[src/rtl/riscv_pkg.sv]
// -----------------------------------------------------------------------------
// riscv_pkg
// Shared core-wide constants and types for the register write-back path.
//   XLEN       : integer datapath width
//   REG_ADDR_W : architectural register index width
//   NUM_REGS   : number of architectural integer registers
//   wb_t       : one registered write-stage beat (enable, origin, address, data)
// -----------------------------------------------------------------------------
package riscv_pkg;

  localparam int unsigned XLEN       = 32;
  localparam int unsigned REG_ADDR_W = 5;
  localparam int unsigned NUM_REGS   = 32;

  typedef logic [REG_ADDR_W-1:0] reg_addr_t;
  typedef logic [XLEN-1:0]       xlen_t;

  typedef struct packed {
    logic      en;       // register-file write enable
    logic      is_load;  // beat originated from a load response
    reg_addr_t rd;
    xlen_t     data;
  } wb_t;

endpackage

[src/rtl/rd_tag_fifo.sv]
// -----------------------------------------------------------------------------
// rd_tag_fifo
// Synchronous FIFO holding destination-register tags of outstanding loads, in
// issue order. Push while full and pop while empty are ignored.
// Ports:
//   clk, rst_n : clock, asynchronous active-low reset
//   push_i     : write data_i at the tail
//   data_i     : tag to push
//   pop_i      : drop the head entry
//   data_o     : current head tag (valid when !empty_o)
//   full_o     : DEPTH entries held
//   empty_o    : no entries held
//   count_o    : number of entries held (0..DEPTH)
// -----------------------------------------------------------------------------
module rd_tag_fifo
  import riscv_pkg::*;
#(
  parameter int unsigned DEPTH = 4
) (
  input  logic                     clk,
  input  logic                     rst_n,
  input  logic                     push_i,
  input  reg_addr_t                data_i,
  input  logic                     pop_i,
  output reg_addr_t                data_o,
  output logic                     full_o,
  output logic                     empty_o,
  output logic [$clog2(DEPTH):0]   count_o
);

  localparam int unsigned PTR_W = $clog2(DEPTH);
  localparam int unsigned CNT_W = PTR_W + 1;

  reg_addr_t        r_mem [DEPTH];
  logic [PTR_W-1:0] r_wr_ptr;
  logic [PTR_W-1:0] r_rd_ptr;
  logic [CNT_W-1:0] r_count;

  logic w_push;
  logic w_pop;

  assign full_o  = (r_count == CNT_W'(DEPTH));
  assign empty_o = (r_count == '0);
  assign count_o = r_count;
  assign data_o  = r_mem[r_rd_ptr];

  assign w_push = push_i && !full_o;
  assign w_pop  = pop_i && !empty_o;

  // DEPTH is a power of two, so pointers wrap by natural overflow.
  always_ff @(posedge clk or negedge rst_n) begin
    if (!rst_n) begin
      r_wr_ptr <= '0;
      r_rd_ptr <= '0;
      r_count  <= '0;
      for (int unsigned i = 0; i < DEPTH; i++) begin
        r_mem[i] <= '0;
      end
    end else begin
      if (w_push) begin
        r_mem[r_wr_ptr] <= data_i;
        r_wr_ptr        <= r_wr_ptr + PTR_W'(1);
      end
      if (w_pop) begin
        r_rd_ptr <= r_rd_ptr + PTR_W'(1);
      end
      if (w_push && !w_pop) begin
        r_count <= r_count + CNT_W'(1);
      end else if (!w_push && w_pop) begin
        r_count <= r_count - CNT_W'(1);
      end
    end
  end

endmodule

[src/rtl/reg_writeback_scoreboard.sv]
// -----------------------------------------------------------------------------
// reg_writeback_scoreboard
// Merges single-cycle ALU results and in-order load returns into one registered
// register-file write stream, and tracks which registers await a load.
// Ports:
//   clk, rst_n         : clock, asynchronous active-low reset
//   alu_valid_i/rd/data: ALU result, always accepted, wins over load responses
//   ld_issue_i, ld_rd_i: load issue request and its destination
//   ld_issue_ready_o   : tag FIFO not full and ld_rd_i not already pending
//   ld_rsp_valid_i/data: load return data, in issue order
//   ld_rsp_ready_o     : high when no ALU result competes this cycle
//   rs1_i/rs2_i        : source registers queried by issue
//   rs1_busy_o/rs2_busy: register awaits a load (never for x0)
//   wr_en_o/rd_addr_o/wr_data_o : registered register-file write port
//   err_o              : sticky protocol error
// -----------------------------------------------------------------------------
module reg_writeback_scoreboard
  import riscv_pkg::*;
#(
  parameter int unsigned LD_DEPTH = 4
) (
  input  logic       clk,
  input  logic       rst_n,
  input  logic       alu_valid_i,
  input  reg_addr_t  alu_rd_i,
  input  xlen_t      alu_data_i,
  input  logic       ld_issue_i,
  input  reg_addr_t  ld_rd_i,
  output logic       ld_issue_ready_o,
  input  logic       ld_rsp_valid_i,
  input  xlen_t      ld_rsp_data_i,
  output logic       ld_rsp_ready_o,
  input  reg_addr_t  rs1_i,
  input  reg_addr_t  rs2_i,
  output logic       rs1_busy_o,
  output logic       rs2_busy_o,
  output logic       wr_en_o,
  output reg_addr_t  rd_addr_o,
  output xlen_t      wr_data_o,
  output logic       err_o
);

  logic [NUM_REGS-1:0] r_pending;
  logic [NUM_REGS-1:0] w_pending_d;
  wb_t                 r_wb;
  wb_t                 w_wb_d;
  logic                r_err;
  logic                w_err_d;

  logic                     w_fifo_full;
  logic                     w_fifo_empty;
  reg_addr_t                w_fifo_head;
  logic [$clog2(LD_DEPTH):0] w_unused_count;

  logic w_push;
  logic w_rsp_fire;
  logic w_pop;
  logic w_rsp_err;
  logic w_alu_hazard;

  assign ld_rsp_ready_o   = !alu_valid_i;
  assign ld_issue_ready_o = !w_fifo_full && !r_pending[ld_rd_i];

  assign w_push     = ld_issue_i && ld_issue_ready_o;
  assign w_rsp_fire = ld_rsp_valid_i && ld_rsp_ready_o;
  assign w_pop      = w_rsp_fire && !w_fifo_empty;
  assign w_rsp_err  = w_rsp_fire && w_fifo_empty;

  // ALU overwriting a register still owed by a load breaks in-order write-back.
  assign w_alu_hazard = alu_valid_i && (alu_rd_i != '0) && r_pending[alu_rd_i];

  assign rs1_busy_o = (rs1_i != '0) && r_pending[rs1_i];
  assign rs2_busy_o = (rs2_i != '0) && r_pending[rs2_i];

  rd_tag_fifo #(
    .DEPTH (LD_DEPTH)
  ) u_rd_tag_fifo (
    .clk     (clk),
    .rst_n   (rst_n),
    .push_i  (w_push),
    .data_i  (ld_rd_i),
    .pop_i   (w_pop),
    .data_o  (w_fifo_head),
    .full_o  (w_fifo_full),
    .empty_o (w_fifo_empty),
    .count_o (w_unused_count)
  );

  // Write stage: address/data hold when idle, only the enable drops.
  always_comb begin
    w_wb_d         = r_wb;
    w_wb_d.en      = 1'b0;
    w_wb_d.is_load = 1'b0;
    if (alu_valid_i) begin
      w_wb_d.en   = (alu_rd_i != '0);
      w_wb_d.rd   = alu_rd_i;
      w_wb_d.data = alu_data_i;
    end else if (w_pop) begin
      w_wb_d.en      = (w_fifo_head != '0);
      w_wb_d.is_load = 1'b1;
      w_wb_d.rd      = w_fifo_head;
      w_wb_d.data    = ld_rsp_data_i;
    end
  end

  // Pending clears as the load beat commits, so busy drops once the register
  // file holds the value. Set and clear never target the same register since
  // issue is blocked while that register is pending.
  always_comb begin
    w_pending_d = r_pending;
    if (r_wb.en && r_wb.is_load) begin
      w_pending_d[r_wb.rd] = 1'b0;
    end
    if (w_push && (ld_rd_i != '0)) begin
      w_pending_d[ld_rd_i] = 1'b1;
    end
  end

  assign w_err_d = r_err || w_alu_hazard || w_rsp_err;

  always_ff @(posedge clk or negedge rst_n) begin
    if (!rst_n) begin
      r_pending <= '0;
      r_wb      <= '0;
      r_err     <= 1'b0;
    end else begin
      r_pending <= w_pending_d;
      r_wb      <= w_wb_d;
      r_err     <= w_err_d;
    end
  end

  assign wr_en_o   = r_wb.en;
  assign rd_addr_o = r_wb.rd;
  assign wr_data_o = r_wb.data;
  assign err_o     = r_err;

endmodule

[config.mk]
export PLATFORM = sky130hd
export DESIGN_NAME = reg_writeback_scoreboard
export DESIGN_NICKNAME = d
export VERILOG_FILES = /design/src/rtl/riscv_pkg.sv /design/src/rtl/rd_tag_fifo.sv /design/src/rtl/reg_writeback_scoreboard.sv
export SDC_FILE = /design/constraint.sdc
export NUM_CORES = 1
export LEC_CHECK = 0
export CORE_MARGIN = 5
export CORE_UTILIZATION = 55
export DETAILED_ROUTE_END_ITERATION = 16
export GPL_TIMING_DRIVEN = 0
export HOLD_SLACK_MARGIN = 0.05
export PLACE_DENSITY_LB_ADDON = 0.3
export SLEW_MARGIN = 20
export SYNTH_ARGS = -nofsm -noshare
export SYNTH_HDL_FRONTEND = slang
export SYNTH_HIERARCHICAL = 1
export SYNTH_SLANG_ARGS = --single-unit
[constraint.sdc]
create_clock -name clk -period 5.35 [get_ports clk]
set_input_delay 1.605 -clock clk [delete_from_list [all_inputs] [get_ports clk]]
set_output_delay 1.605 -clock clk [all_outputs]
set_load 0.1 [all_outputs]
Word-level counts from Yosys, hierarchy flattened

Index checks and enable logic that the tools add are counted.

Output and inout bits: 43
RAM bits: 0
Register bits: 99
ROM bits: 0
Memories: 0
Latch bits: 0
Logic and storage cells: 93

$add $sub $neg: 4
Multipliers: 0
Reductions and logical operators: 34
Bitwise gates (word level): 5
Shifts and indexed selects: 0
Div/mod/pow operators: 0
Multiplexer cells: 26
Equal/unequal tests: 1
Magnitude comparators: 10

Operators by type and width:

| cell                                                                                 | count |
|---|---|
| 32-bit 2-to-1 mux                                                                    | 2 |
| 39-bit 2-to-1 mux                                                                    | 1 |
| 37-bit 2-to-1 mux                                                                    | 1 |
| 32-bit bitwise AND                                                                   | 1 |
| 32-bit inverter                                                                      | 1 |
| 32-bit OR                                                                            | 1 |
| 5-bit by 6-bit < comparator with 1-bit output (second input constant)                | 5 |
| 5-bit nonzero test                                                                   | 5 |
| 1-bit binary-select mux with 5-bit select                                            | 4 |
| 20-bit bitwise mux                                                                   | 1 |
| 1-bit logical AND                                                                    | 18 |
| 5-bit 2-to-1 mux                                                                     | 3 |
| 5-bit binary-select mux with 2-bit select                                            | 1 |
| 1-bit demux with 5-bit select                                                        | 2 |
| 5-bit demux with 2-bit select                                                        | 1 |
| 5-bit by 1-bit greater-or-equal comparator with 1-bit output (second input constant) | 2 |
| 1-bit 2-to-1 mux                                                                     | 8 |
| 3-bit greater-or-equal comparator (second input constant)                            | 2 |
| 1-bit logical NOT                                                                    | 6 |
| 3-bit 2-to-1 mux                                                                     | 2 |
| 2-bit inverter with 3-bit output                                                     | 2 |
| 2-bit by 1-bit adder with 2-bit output (second input constant)                       | 2 |
| 2-bit nonzero test                                                                   | 2 |
| 3-bit by 1-bit adder with 3-bit output (second input constant)                       | 1 |
| other kinds (5)                                                                      | 6 |

Logic depth before layout (Yosys ltp)

Gate-level depths: netlist of run 1.

Word-level depth: 10
Mapped depth: 15
Depth with buffers taken out: 13

Hierarchy

Netlist of run 1, hierarchy kept.

By module, submodules not included:

| module                   | cells each | sequential area each (µm²) | times used | area an instance (µm²) |
|---|---|---|---|---|
| reg_writeback_scoreboard | 433        | 1801.7                     | 1          | 4495.6 |
| rd_tag_fifo              | 85         | 675.6                      | 1          | 1268.7 |

Worst setup path before layout of run 1

OpenSTA, ideal clock, no wires.

Kind: input port to output port
Start point: input port ld_rd_i[3]
End point: output port ld_issue_ready_o
Cell stages on the path: 6
Path slack: -1038 ps
Arrival: 4783 ps
Buffers on the path: 1
Required time: 3745 ps
Path through: buf_6 > mux4_2 > and2_4 > a211oi_4 > a211oi_1 > nor3_1

Cells in the longest elaborated chain, start to end: 4

RTL lines:

| item                                      | line                           | source |
|---|---|---|
| from (decl)                               | reg_writeback_scoreboard.sv:28 | `input reg_addr_t ld_rd_i,` |
| 1-bit binary-select mux with 5-bit select | reg_writeback_scoreboard.sv:62 | `assign ld_issue_ready_o = !w_fifo_full && !r_pending[ld_rd_i];` |
| 1-bit 2-to-1 mux (not written as such)    | reg_writeback_scoreboard.sv:62 |  |
| 1-bit logical NOT                         | reg_writeback_scoreboard.sv:62 |  |
| 1-bit logical AND                         | reg_writeback_scoreboard.sv:62 |  |
| to (decl)                                 | reg_writeback_scoreboard.sv:29 | `output logic ld_issue_ready_o,` |

No other way between the ends. The select of a mux whose other input is x is not followed.

Worst setup path after layout of run 1

Start point: input port rs2_i[0]
End point: output port rs2_busy_o

Cells in the longest elaborated chain, start to end: 3
Elaborated cells between the ends (all ways): 4
Those cells by class: mux: 2; reduce/logical: 2

RTL lines:

| item                                      | line                           | source |
|---|---|---|
| from (decl)                               | reg_writeback_scoreboard.sv:34 | `input reg_addr_t rs2_i,` |
| 1-bit binary-select mux with 5-bit select | reg_writeback_scoreboard.sv:73 | `assign rs2_busy_o = (rs2_i != '0) && r_pending[rs2_i];` |
| 1-bit 2-to-1 mux (not written as such)    | reg_writeback_scoreboard.sv:73 |  |
| 1-bit logical AND *                       | reg_writeback_scoreboard.sv:73 |  |
| to (decl)                                 | reg_writeback_scoreboard.sv:36 | `output logic rs2_busy_o,` |

Every way passes the cells marked *; elsewhere a longest branch is shown, timed or not. The select of a mux whose other input is x is not followed.

==> results_dict.tcl, run 1 <==
set metrics [dict create \
    diodes 0 \
    synthFlopType "dfrtp_1" \
    wl_per_cell_um 20.4 \
    synth_area_leaders "dfrtp_1 (43%), mux4_2 (13%), nand2_1 (5.9%)" \
    die_area_um2 12600 \
    rsz0062_at_grt "no" \
    p_leak_nw 3.01 \
    initial_core_util_pct 56.1 \
    die_w_um 112 \
    fin_crit_sh_pct 98.1 \
    area_delta_synth_final_pct 29.5 \
    antenna_found_initial 0 \
    fin_nets 750 \
    clock_latency_ps 360 \
    grt_use_met2_pct 42.4 \
    syn-num-nets 613 \
    path_max_fanout 9 \
    global_route.usage.met1_pct 35.1 \
    drc_errors 0 \
    setup_violations 0 \
    yosysWarnings 6 \
    status "finished, final reports clean" \
    period_needed_ps 5250 \
    netlist.area_leader.share_pct 43.0 \
    grt_pass1_vias 4942 \
    cts_root_buf "clkbuf_8" \
    fillers 754 \
    powerDensity_nw_per_um2 460 \
    num_rows 37 \
    cts_hold_buf 0 \
    drt_first_iter_violations 531 \
    avgViaCountPerCell 5.99 \
    yosysMostFrequentCell "dfrtp_1" \
    hold_violations 0 \
    synth_area_leader_cell "dfrtp_1" \
    synthArstFlopShare_pct 100 \
    dr_total_vias 4768 \
    yosys-top-cells-count "dfrtp_1 (99), nand2_1 (90), buf_4 (39)" \
    hpwl_um 12200 \
    path_buf_inv 2 \
    die_y_um 112 \
    worstPathRequired_ps 3740 \
    drt_first_pass_iters 5 \
    ant_nets 0 \
    clock-sinks 99 \
    synth_edf_count 0 \
    syn-instance-count 518 \
    finClkSkew_ps 12.9 \
    tritoncts "done" \
    min_path_type "flip-flop to flip-flop" \
    arrival_ps 3650 \
    grt_max_degree 82 \
    gp_congestion 0.954 \
    portBuffers 124 \
    top_usage_layer "met2" \
    coreArea_um2 10300 \
    clk_pin_slew_ps 90 \
    clockBufferDepth 2 \
    max_stage_delay_ps 560 \
    synth.distinct_cells 47 \
    drive_gt1_share_pct 22.0 \
    synth_seq_cells 99 \
    crit_slowest_cell "mux4_2" \
    end_kind "output port" \
    dp.cells 779 \
    maxCapViolCount 0 \
    relSlewSlack_pct 31.0 \
    htreeDepth 3 \
    grt_first_pass_wirelength_um 26000 \
    pin_count 132 \
    critPathKind "primary input to output port" \
    gr-total-overflow 0 \
    cp_common_cell "mux4_2" \
    postSynthAreaPerCell_um2 11.1 \
    routed_wl_um 16300 \
    drv_slew 0 \
    timing.fmax_ghz 0.190 \
    power_mw 3.43 \
    instances_no_fill 796 \
    synth.yosys.seq_area_share_pct 43.0 \
    critPathLaunchType "primary input" \
    worst_ir_drop_vdd_v 0.000332 \
    crit_family "multiplexers" \
    worst_pin_slew_ps 1030 \
    syn-cell-area_um2 5760 \
    numCtsBuffers 9 \
    track_usage_pct 26.2 \
    path_cells "buf_2, mux4_2, mux4_2, mux2_2, clkdlybuf4s15_2" \
    met3_usage_pct 5.50 \
]
## cell usage in the layout, fill, tap and decap left out, types with 2 or more instances in the layout
cell type	count
xnor2_1	4
mux4_2	34
mux2i_1	10
buf_4	39
dfrtp_1	99
clkbuf_8	10
buf_6	8
clkbuf_2	2
nand3_1	2
o31ai_1	31
o21ai_0	36
ha_1	5
clkinv_2	2
nor2b_1	2
buf_1	3
o22ai_1	3
nand3b_1	8
nor3_1	3
or3_1	3
clkdlybuf4s50_1	118
buf_2	7
clkbuf_1	17
dlygate4sd2_1	2
nor2_1	13
nor3b_1	3
a22oi_1	37
bufinv_16	2
nand2b_1	3
inv_1	6
or4_1	2
mux2_2	27
nand2_1	90
xor2_1	2
## where the power goes
part	internal (mW)	leakage [nW]	switching (mW)
sequential	0.993	1.12	0.214
clock	0.276	0.113	0.256
combinational	0.697	1.78	0.995
total	1.97	3.01	1.46
## tightest hold or removal path, stage by stage, from the launching register on
cell and delay [ps]:
dfrtp_1 350, nand2_1 50, nand2_1 50
## registers in the layout (all words and copies together), names as in the netlist
signal,count
err_o,1
r_pending,32
r_wb,1
rd_addr_o,5
u_rd_tag_fifo/count_o,3
u_rd_tag_fifo/r_mem,20
u_rd_tag_fifo/r_rd_ptr,2
u_rd_tag_fifo/r_wr_ptr,2
wr_data_o,32
wr_en_o,1
## stage by stage
step	TNS [ps]	hold slack, ps	area, um2	utilization (%)	setup slack, ps
after floorplan	0	447	5780	-	198
after global placement	-91850	461	7190	69.9	-1100
after detailed placement	-2250	464	7220	70.2	-1120
after CTS	0	487	7460	72.6	40.7
after global routing	0	507	7460	72.6	0.288
final	0	483	7460	72.6	99.5
## layout make-up
| type | count | area, um2 | share of cell area, % |
|---|---|---|---|
| flip-flops and latches | 99 | 2480 | 33.2 |
| multi-input cells | 340 | 2810 | 37.6 |
| plain buffers | 73 | 479 | 6.42 |
| inverters | 6 | 22.5 | 0.302 |
| repair buffers | 126 | 1280 | 17.2 |
| clock buffers | 10 | 138 | 1.84 |
| well taps | 136 | 170 | 2.28 |
| clock inverters | 6 | 86.3 | 1.16 |
## worst paths after layout
kind,startpoint,to,slack [ps],cells past startpoint
worst max-delay path,rs2_i[0],rs2_busy_o,100,5
worst min-delay path,wr_data_o[28]$_DFFE_PN0P_,wr_data_o[28]$_DFFE_PN0P_,480,2
worst max register to register,r_pending[11]$_DFF_PN0_,u_rd_tag_fifo/count_o[2]$_DFFE_PN0P_,1930,12
worst min register to register,wr_data_o[28]$_DFFE_PN0P_,wr_data_o[28]$_DFFE_PN0P_,480,2
max in group asynchronous,rst_n,r_pending[13]$_DFF_PN0_,3640,2
min in group asynchronous,rst_n,r_pending[29]$_DFF_PN0_,1070,1
## what timing repair did
| action | 4_1_cts | 5_1_grt |
|---|---|---|
| endpoints found under the setup margin | 3 | 2 |
| setup buffers | 1 | 0 |
| gates resized for setup | 20 | 3 |
| endpoints found under the hold margin | 0 | 0 |
| pin swaps | 1 | 0 |
## metal layers
| metal | vias up | share of wire [%] |
|---|---|---|
| met3 | 51 | 8.3 |
| met1 | 2338 | 39 |
| met5 | - | 0 |
| li1 | 2152 | - |
| met4 | 0 | 3.1 |
| met2 | 227 | 49 |
## cells by family after synthesis
| logic type | share of synthesized area (%) |
|---|---|
| AO/OA/AOI/OAI | 14.1 |
| AND/OR/NAND/NOR | 11.3 |
| buffers and inverters | 8.60 |
| adder cells (fa/ha/maj) | 1.43 |
| flip-flops | 43.0 |
| multiplexers | 20.8 |
| XOR/XNOR | 0.912 |
Note: power is estimated with default switching activity, not from simulation.
==> inputs of run 2 (changes only) <==
--- a/config.mk
+++ b/config.mk
@@ -5,6 +5,7 @@
 export SDC_FILE = /design/constraint.sdc
 export NUM_CORES = 1
 export LEC_CHECK = 0
+export CORE_ASPECT_RATIO = 1.4
 export CORE_MARGIN = 5
 export CORE_UTILIZATION = 55
 export DETAILED_ROUTE_END_ITERATION = 16
==> results_dict.tcl, run 2 (synthesis gave the netlist of run 1 again) <==
set metrics [dict create \
    status "finished, final reports clean" \
    cts_hold_buf 0 \
    arrival_ps 3690 \
    gr-total-overflow 0 \
    num_rows 44 \
    die_area_um2 12700 \
    drt_first_pass_iters 5 \
    timing.fmax_ghz 0.189 \
    pin_count 132 \
    hpwl_um 13000 \
    critPathKind "primary input to output port" \
    worst_ir_drop_vdd_v 0.000208 \
    clock_latency_ps 350 \
    min_path_type "flip-flop to flip-flop" \
    area_delta_synth_final_pct 31.5 \
    critPathLaunchType "primary input" \
    end_kind "output port" \
    place_area_um2 7220 \
    period_needed_ps 5300 \
    setup_violations 0 \
    finClkSkew_ps 7.09 \
    endpoint "rs2_busy_o" \
    diodes 0 \
    grt_pass1_vias 5028 \
    tritoncts "done" \
    maxCapViolCount 0 \
    initial_core_util_pct 56.0 \
    r2r_start "r_pending[1]$_DFF_PN0_" \
    fin_crit_sh_pct 99.0 \
    path_max_fanout 9 \
    drc_errors 0 \
    worst-r2r-cell-count 12 \
    drt_first_iter_violations 373 \
    fin_nets 750 \
    cp-startpoint "rs2_i[0]" \
    mostFrequentLayoutCell "clkdlybuf4s50_1" \
    antenna_found_initial 0 \
    stdcell_area_um2 7580 \
    rrSetupSlack_ps 1900 \
    powerDensity_nw_per_um2 476 \
    drive_gt1_share_pct 22.6 \
    drv_slew 0 \
    die_y_um 131 \
    coreArea_um2 10300 \
    worst_pin_slew_ps 1030 \
    clock-sinks 99 \
    clockBufferDepth 2 \
    rsz0062_at_grt "no" \
    min_from "err_o$_DFF_PN0_" \
    routed_wl_um 17700 \
    die_w_um 96.5 \
    layout_common_cells "clkdlybuf4s50_1 (118), dfrtp_1 (99), nand2_1 (90), buf_4 (39), a22oi_1 (37)" \
    worstPathRequired_ps 3740 \
    reg2reg_to "u_rd_tag_fifo/count_o[2]$_DFFE_PN0P_" \
    power_mw 3.61 \
    grt_first_pass_wirelength_um 26900 \
    p_leak_nw 3.05 \
    cts_root_buf "clkbuf_16" \
    ant_nets 0 \
    hold_violations 0 \
    avgViaCountPerCell 6.15 \
    dr_total_vias 4911 \
    htreeDepth 3 \
    hold_slack_ps 477 \
    wl_per_cell_um 22.2 \
    portBuffers 124 \
    track_usage_pct 28.1 \
    grt_max_degree 59 \
    relSlewSlack_pct 31.0 \
    clk_pin_slew_ps 70 \
    numCtsBuffers 9 \
    gp_congestion 0.914 \
]
-- run 2: repair_timing --
item                                    in CTS  in global routing
gates resized for setup                     21                  8
pin swaps                                    1                  1
setup buffers                                1                  0
endpoints found under the setup margin       3                  1
-- run 2: worst min path at each step --
stage	endpoint	cells past startpoint
CTS	err_o$_DFF_PN0_	2
global route	wr_data_o[15]$_DFFE_PN0P_	2
finish	err_o$_DFF_PN0_	2
floorplan	wr_data_o[0]$_DFFE_PN0P_	2
detailed placement	err_o$_DFF_PN0_	2
global placement	wr_data_o[17]$_DFFE_PN0P_	2
-- run 2: area by class of cell --
cell class	instances	area, um2
tap	138	173
sequential	99	2480
timing repair buffer	126	1290
fill	701	2720
clock inverter	5	58.8
buffer	73	485
multi-input combinational	340	2820
inverter	6	22.5
clock buffer	11	253
-- run 2: worst max-delay path: stages --
cell,delay (ps)
buf_2,280
mux4_2,600
mux4_2,470
mux2_2,270
clkdlybuf4s15_2,460
-- run 2: metrics by stage --
stage | TNS [ps] | setup slack (ps) | instances | util [%]
after detailed placement | -2290 | -1080 | 781 | 70.1
after CTS | 0 | 5.14 | 798 | 73.3
after global placement | -82510 | -1080 | 780 | 69.8
after floorplan | 0 | 198 | 518 | -
after global routing | 0 | 3.32 | 798 | 73.6
final | 0 | 53.1 | 798 | 73.6
-- run 2: metal layers --
metal	part of all wire (%)	track usage (%)	routed length, um	vias up
li1	-	-	-	2154
met1	35	32.9	6240	2391
met2	50	47.1	8860	306
met3	11	7.44	1870	60
met4	4.1	13.0	727	0
met5	0	0	0	-
-- run 2: power by group --
| part | leakage [nW] | total [mW] | switching, mW | internal (mW) |
|---|---|---|---|---|
| Sequential | 1.12 | 1.21 | 0.217 | 0.995 |
| Combinational | 1.78 | 1.72 | 1.02 | 0.701 |
| Clock | 0.148 | 0.677 | 0.288 | 0.389 |
